## src/rtl/adr_seq_pkg.sv

```systemverilog
`default_nettype none
// ============================================================================
// Module      : adr_seq_pkg
// Description : Shared types and default sizing for the address sequencer.
// Revision    : 1.0 - initial release
// ============================================================================
package adr_seq_pkg;

    localparam int ST_W_DEF    = 3;
    localparam int LAST_ST_DEF = 7;
    localparam int HOLD_W_DEF  = 4;

    typedef enum logic [1:0] {
        IDLE = 2'd0,
        RUN  = 2'd1,
        DONE = 2'd2
    } seq_state_t;

endpackage : adr_seq_pkg
`default_nettype wire

```

## src/rtl/adr_hold_timer.sv

```systemverilog
`default_nettype none
// ============================================================================
// Module      : adr_hold_timer
// Description : Loadable down-counter; expire is high while enabled at zero.
// Revision    : 1.0 - initial release
// ============================================================================
module adr_hold_timer #(
    parameter int HOLD_W = 4
) (
    input  logic              clk,
    input  logic              rst_n,
    input  logic              load,
    input  logic [HOLD_W-1:0] load_val,
    input  logic              en,
    output logic              expire
);

    logic [HOLD_W-1:0] r_cnt;

    always_ff @(posedge clk or negedge rst_n) begin
        if (!rst_n) begin
            r_cnt <= '0;
        end else if (load) begin
            r_cnt <= load_val;
        end else if (en && (r_cnt != '0)) begin
            r_cnt <= r_cnt - HOLD_W'(1);
        end
    end

    assign expire = en && (r_cnt == '0);

endmodule : adr_hold_timer
`default_nettype wire

```

## src/rtl/adr_seq_ctrl.sv

```systemverilog
`default_nettype none
// ============================================================================
// Module      : adr_seq_ctrl
// Description : Steps st through 0..LAST_ST, holding each code H cycles, with
//               start/busy/done handshake and abort. ADR_SEQ_LOOP_EN adds
//               continuous looping (loop input, wrap pulse).
// Revision    : 1.0 - initial release
// ============================================================================
module adr_seq_ctrl
    import adr_seq_pkg::*;
#(
    parameter int ST_W    = ST_W_DEF,
    parameter int LAST_ST = LAST_ST_DEF,
    parameter int HOLD_W  = HOLD_W_DEF
) (
    input  logic              clk,
    input  logic              rst_n,
    input  logic              start,
    input  logic              abort,
    input  logic [HOLD_W-1:0] hold_cyc,
`ifdef ADR_SEQ_LOOP_EN
    input  logic              loop,
    output logic              wrap,
`endif
    output logic [ST_W-1:0]   st,
    output logic              st_valid,
    output logic              busy,
    output logic              done
);

    seq_state_t        r_state, w_state_nxt;
    logic [ST_W-1:0]   r_st, w_st_nxt;
    logic              r_st_valid, w_st_valid_nxt;
    logic              r_busy, w_busy_nxt;
    logic              r_done, w_done_nxt;
    logic              r_wrap, w_wrap_nxt;
    logic              r_loop;
    logic [HOLD_W-1:0] r_hold_m1;
    logic [HOLD_W-1:0] w_hold_in_m1;
    logic [HOLD_W-1:0] w_load_val;
    logic              w_accept;
    logic              w_expire;
    logic              w_load;

    // Timer holds H-1 so that a zero request still yields one-cycle steps
    assign w_hold_in_m1 = (hold_cyc == '0) ? '0 : (hold_cyc - HOLD_W'(1));
    assign w_accept     = (r_state == IDLE) && start;
    assign w_load       = w_accept || ((r_state == RUN) && w_expire && !abort);
    assign w_load_val   = w_accept ? w_hold_in_m1 : r_hold_m1;

    adr_hold_timer #(
        .HOLD_W (HOLD_W)
    ) u_hold_timer (
        .clk      (clk),
        .rst_n    (rst_n),
        .load     (w_load),
        .load_val (w_load_val),
        .en       (r_state == RUN),
        .expire   (w_expire)
    );

    always_comb begin
        w_state_nxt    = r_state;
        w_st_nxt       = r_st;
        w_st_valid_nxt = 1'b0;
        w_busy_nxt     = 1'b0;
        w_done_nxt     = 1'b0;
        w_wrap_nxt     = 1'b0;
        unique case (r_state)
            IDLE: begin
                w_st_nxt = '0;
                if (start) begin
                    w_state_nxt    = RUN;
                    w_st_valid_nxt = 1'b1;
                    w_busy_nxt     = 1'b1;
                end
            end
            RUN: begin
                w_st_valid_nxt = 1'b1;
                w_busy_nxt     = 1'b1;
                // abort outranks both step advance and completion
                if (abort) begin
                    w_state_nxt    = IDLE;
                    w_st_nxt       = '0;
                    w_st_valid_nxt = 1'b0;
                    w_busy_nxt     = 1'b0;
                end else if (w_expire) begin
                    if (r_st == ST_W'(LAST_ST)) begin
                        w_st_nxt = '0;
                        if (r_loop) begin
                            w_wrap_nxt = 1'b1;
                        end else begin
                            w_state_nxt    = DONE;
                            w_st_valid_nxt = 1'b0;
                            w_busy_nxt     = 1'b0;
                            w_done_nxt     = 1'b1;
                        end
                    end else begin
                        w_st_nxt = r_st + ST_W'(1);
                    end
                end
            end
            DONE: begin
                w_state_nxt = IDLE;
                w_st_nxt    = '0;
            end
            default: begin
                w_state_nxt = IDLE;
                w_st_nxt    = '0;
            end
        endcase
    end

    always_ff @(posedge clk or negedge rst_n) begin
        if (!rst_n) begin
            r_state    <= IDLE;
            r_st       <= '0;
            r_st_valid <= 1'b0;
            r_busy     <= 1'b0;
            r_done     <= 1'b0;
            r_wrap     <= 1'b0;
            r_loop     <= 1'b0;
            r_hold_m1  <= '0;
        end else begin
            r_state    <= w_state_nxt;
            r_st       <= w_st_nxt;
            r_st_valid <= w_st_valid_nxt;
            r_busy     <= w_busy_nxt;
            r_done     <= w_done_nxt;
            r_wrap     <= w_wrap_nxt;
            if (w_accept) begin
                r_hold_m1 <= w_hold_in_m1;
`ifdef ADR_SEQ_LOOP_EN
                r_loop    <= loop;
`else
                r_loop    <= 1'b0;
`endif
            end
        end
    end

    assign st       = r_st;
    assign st_valid = r_st_valid;
    assign busy     = r_busy;
    assign done     = r_done;
`ifdef ADR_SEQ_LOOP_EN
    assign wrap     = r_wrap;
`endif

endmodule : adr_seq_ctrl
`default_nettype wire

```

## config.mk

```make
export PLATFORM = sky130hd
export DESIGN_NAME = adr_seq_ctrl
export DESIGN_NICKNAME = d
export VERILOG_FILES = /design/src/rtl/adr_seq_pkg.sv /design/src/rtl/adr_hold_timer.sv /design/src/rtl/adr_seq_ctrl.sv
export SDC_FILE = /design/constraint.sdc
export NUM_CORES = 1
export LEC_CHECK = 0
export CAP_MARGIN = 10
export CORE_UTILIZATION = 50
export CTS_CLUSTER_SIZE = 14
export DETAILED_ROUTE_END_ITERATION = 12
export PLACE_DENSITY = 0.74
export SLEW_MARGIN = 20
export SYNTH_ARGS = -nofsm -noshare
export SYNTH_HDL_FRONTEND = slang
export SYNTH_SLANG_ARGS = --single-unit
```

## constraint.sdc

```tcl
create_clock -name clk -period 3.2 [get_ports clk]
set_clock_uncertainty 0.2 [all_clocks]
set_input_delay 0.32 -clock clk [delete_from_list [all_inputs] [get_ports clk]]
set_output_delay 0.32 -clock clk [all_outputs]
set_load 0.005 [all_outputs]
```

# After elaboration in Yosys (flattened, before gate mapping)
# Cells that the tools add are included.
# word_totals
out_inout_bits,6
register_bits,15
in_bits,8
elab_cells,49
# classes
n_eq_ne,5
reduce_logical,13
addsub,3
n_mux,22
# op_table
cell,count
$mux 4,4
$mux 3,4
$logic_not 4->1,2
$mux 1,8
$mux 2,4
$sub 4x1->4 const B,2
$ne 3x3->1 const B,2
$logic_and 1x1->1,5
$pmux 2 s2,1
$reduce_bool 4->1,1
$add 3x1->3 const B,1
$eq 3x3->1 const B,1
$reduce_and 3->1,1
$eq 2x1->1 const B,1
$logic_not 2->1,1
$ne 2x2->1 const B,1
$pmux 1 s2,1
$reduce_bool 2->1,1
$logic_not 1->1,1
$logic_or 1x1->1,1

# Logic depth before layout (Yosys ltp)
# logic_depth
ltp_word,6
mapped_depth,6

# By module
# A second synthesis with hierarchy kept.
# unflattened
cells_unflattened,78
hier_area_um2,778.2
# by_module_without_submodules
mod,instances,cells_each,seq_area_each_um2,area_each_um2
adr_seq_ctrl,1,50,275.3,528.0
adr_hold_timer,1,28,100.1,250.2

# Worst setup path after synthesis
# OpenSTA, ideal clock, no wires.
# synth_path
path_type,reg2reg
from,register u_hold_timer.r_cnt[0]
to,register u_hold_timer.r_cnt[0]
t_required_ns,2.875
setup_slack_ns,1.444
period_less_slack_ns,1.756
arrival_ns,1.431
path_stages_with_launch,6
setup_ns,0.125
path_cell_list,dfrtp_1 inv_1 ha_1 nor3b_2 a21oi_1 mux2_2
# synth_between
elab_chain_len,6
word_cells_on_any_way,11
classes_between,add/sub (1); mux (2); reduce/logical (8)
# synth_rtl
item,line,rtl
from (decl),adr_hold_timer.sv:18,logic [HOLD_W-1:0] r_cnt;
from (signal assigned),adr_hold_timer.sv:24,r_cnt <= load_val;
from (signal assigned),adr_hold_timer.sv:26,r_cnt <= r_cnt - HOLD_W'(1);
"parallel branches: the longest is 6 deep, another holds $sub 4x1->4",-,
# Several ways; the timed one is not identified. The select of a mux whose other input is x is not followed.
# A chain may end at the register's enable or synchronous reset.

# Worst setup path after layout
# layout_path
from,register u_hold_timer.r_cnt[0]
to,register u_hold_timer.r_cnt[1]
# The elaborated chain is that of the path after synthesis.

==> run metrics <==
outcome=finished clean; final hold vios=0; router iterations before antenna repair=4; initial antenna violation count=0; register area share after synthesis=0.479; Synth Register Bits=15; synth warn=0; die area=~1700 sq um; fin crit share=0.615; syn nets=between 80 and 90; Initial Util=0.567; Multi-input gate area=~390 sq um; post-synth design cell area=~780 sq um; first-pass GRT wire length=2400 um; postcts setup bufs=0; Clock transition at path regs=100 ps; top_reg_cell synth=dfrtp_1; Rel. slew slack=0.564; worst vdd ir=352 uV; Worst-Margin Slew=~650 ps; arrival time worst endpoint=around 2000 ps; share of cells above drive strength 1=0.202; Crit Path Category=reg2reg; Mean Syn Cell Area=approximately 11 sq um; power density over the cells=~600 nW/um^2; final setup vio count=0; Startpoint Class=flop; via count=roughly 600; ANT nets after route=0; Final #Nets=slightly above 100; worst-path fanout max=6; # rows=13; EDFF count, synth=0; Sink Count=15; total power=around 0.58 mW; DRC=0; Port Buf Inserts=13; Post-Synthesis Cells=73; initial DRC count=9; Synth cell types=25; number of I/O pins=14; GR Overflow Total=0; register area=roughly 380 sq um; Vias/cell=roughly 5.7; Worst-Skew Late Latency=between 200 and 300 ps; Crit. End Element=flop; H-Tree Depth=1; largest net degree at the start of global routing=16; GPL Wtd Cong=around 0.71; number of buffers created by CTS=3; Tmin final=around 2000 ps; CTS tree=done; clock buffer depth=2; gr usage total=0.182; Placeable Area=between 1000 and 1500 sq um; vias in the first global route=559; HP Class=in2async; Post-synth ARST share=1.00; Filler Cell Count=between 100 and 150; area grow syn2layout=21.9%; leak pwr=0.414 nW; DRT Wirelength=~1400 um; Die Height=around 42 um; RSZ-0062 raised after global routing=false; Slew Limit Fails=0; root buf cell=clkbuf_4; achievable frequency=a little over 500 MHz; # Max-Cap Violations=0; TNS Setup=0 ps; DPL Wire Length=1120 um; ANT cells=0; die width=about 42 um; critical path required time=3180 ps; Hold-fix buffers, CTS=0; DR WL/cell=13.4 um; CTS resizes=0
[critical path, stage by stage, from the launching register on]
cell     delay (ps)
dfrtp_1         390
inv_1           110
ha_1            200
nor3b_2         400
nor2_1          140
mux2i_1         150
mux2_2          270
[kinds of logic (layout without fill, tap and decap cells)]
family          count (synthesis)  in the layout  share of synthesized area
compound gates                 13             13                      0.125
xor+xnor                        1              1                     0.0112
fa+ha+maj                       4              4                     0.0639
buf+inv                         3             19                     0.0192
flops                          15             15                      0.479
mux                             6              6                     0.0847
simple gates                   31             31                      0.217
[state kept, by name, summed over array words and instances (netlist names)]
register,flops
r_hold_m1,4
done,1
u_hold_timer.r_cnt,4
st,3
busy,1
r_state,2
[cells in the mapped netlist, types with 2 or more instances]
cell      instances  area, sq um
nor3_1            2         10.0
mux2_2            5         56.3
a21o_2            2         17.5
a31oi_1           2         12.5
ha_1              4         50.1
nand3b_1          3         22.5
nor2_1            9         33.8
nor3b_2           2         25.0
o21ai_0           2         10.0
dfrtp_1          15          375
inv_1             2         7.51
nand2_1           9         33.8
a21oi_1           4         20.0
[layout make-up]
type,instances,share of cell area
Multi-Input combinational cell,55,0.412
Clock buffer,3,0.0236
Sequential cell,15,0.393
Inverter,2,0.00786
Timing Repair Buffer,13,0.136
Tap cell,15,0.0197
Clock inverter,1,0.00786
[cells in the final DEF, fill, tap and decap left out, types with 2 or more instances in the layout]
cell             synthesis  layout
nand2_1                  9       9
nor3b_2                  2       2
inv_1                    2       2
o21ai_0                  2       2
clkdlybuf4s50_1          0      13
a21oi_1                  4       4
ha_1                     4       4
a31oi_1                  2       2
nor3_1                   2       2
dfrtp_1                 15      15
clkbuf_4                 0       3
nand3b_1                 3       3
mux2_2                   5       5
nor2_1                   9       9
a21o_2                   2       2
[layer usage]
layer  global-route usage  vias to the layer above  share of wire
met4               0.0581                        0          0.012
met5                    0                        -              0
met1                0.206                      285           0.42
met3               0.0522                        2          0.034
met2                0.328                       13           0.53
li1                     -                      291              -
[report_power, final]
group	total (mW)	internal, mW	switching, mW
Clock	0.112	0.0475	0.0649
Combinational	0.202	0.106	0.0957
Sequential	0.261	0.231	0.0297
[through the flow]
stage / instance area (sq um) / std cells / setup slack (ps) / hold slack [ps] / utilization
floorplan: 783 / 73 / 1440 / -176 / -
global placement: 925 / 100 / 1230 / 269 / 0.669
detailed placement: 925 / 100 / 1200 / 287 / 0.669
CTS: 955 / 104 / 1210 / 244 / 0.690
global route: 955 / 104 / 1100 / 277 / 0.690
finish: 955 / 104 / 1230 / 223 / 0.690
[worst paths after layout]
kind,startpoint,end,slack (ps),depth (start not counted)
setup / recovery,u_hold_timer.r_cnt[0],u_hold_timer.r_cnt[1],1230,6
hold / removal,rst_n,u_hold_timer.r_cnt[1],220,1
setup reg to reg,u_hold_timer.r_cnt[0],u_hold_timer.r_cnt[1],1230,6
hold reg to reg,r_hold_m1[3],r_hold_m1[3],310,2
max in group asynchronous,rst_n,r_state[1],2160,1
min in group clk,r_hold_m1[3],r_hold_m1[3],310,2
Note: power is estimated with default switching activity, not from simulation.
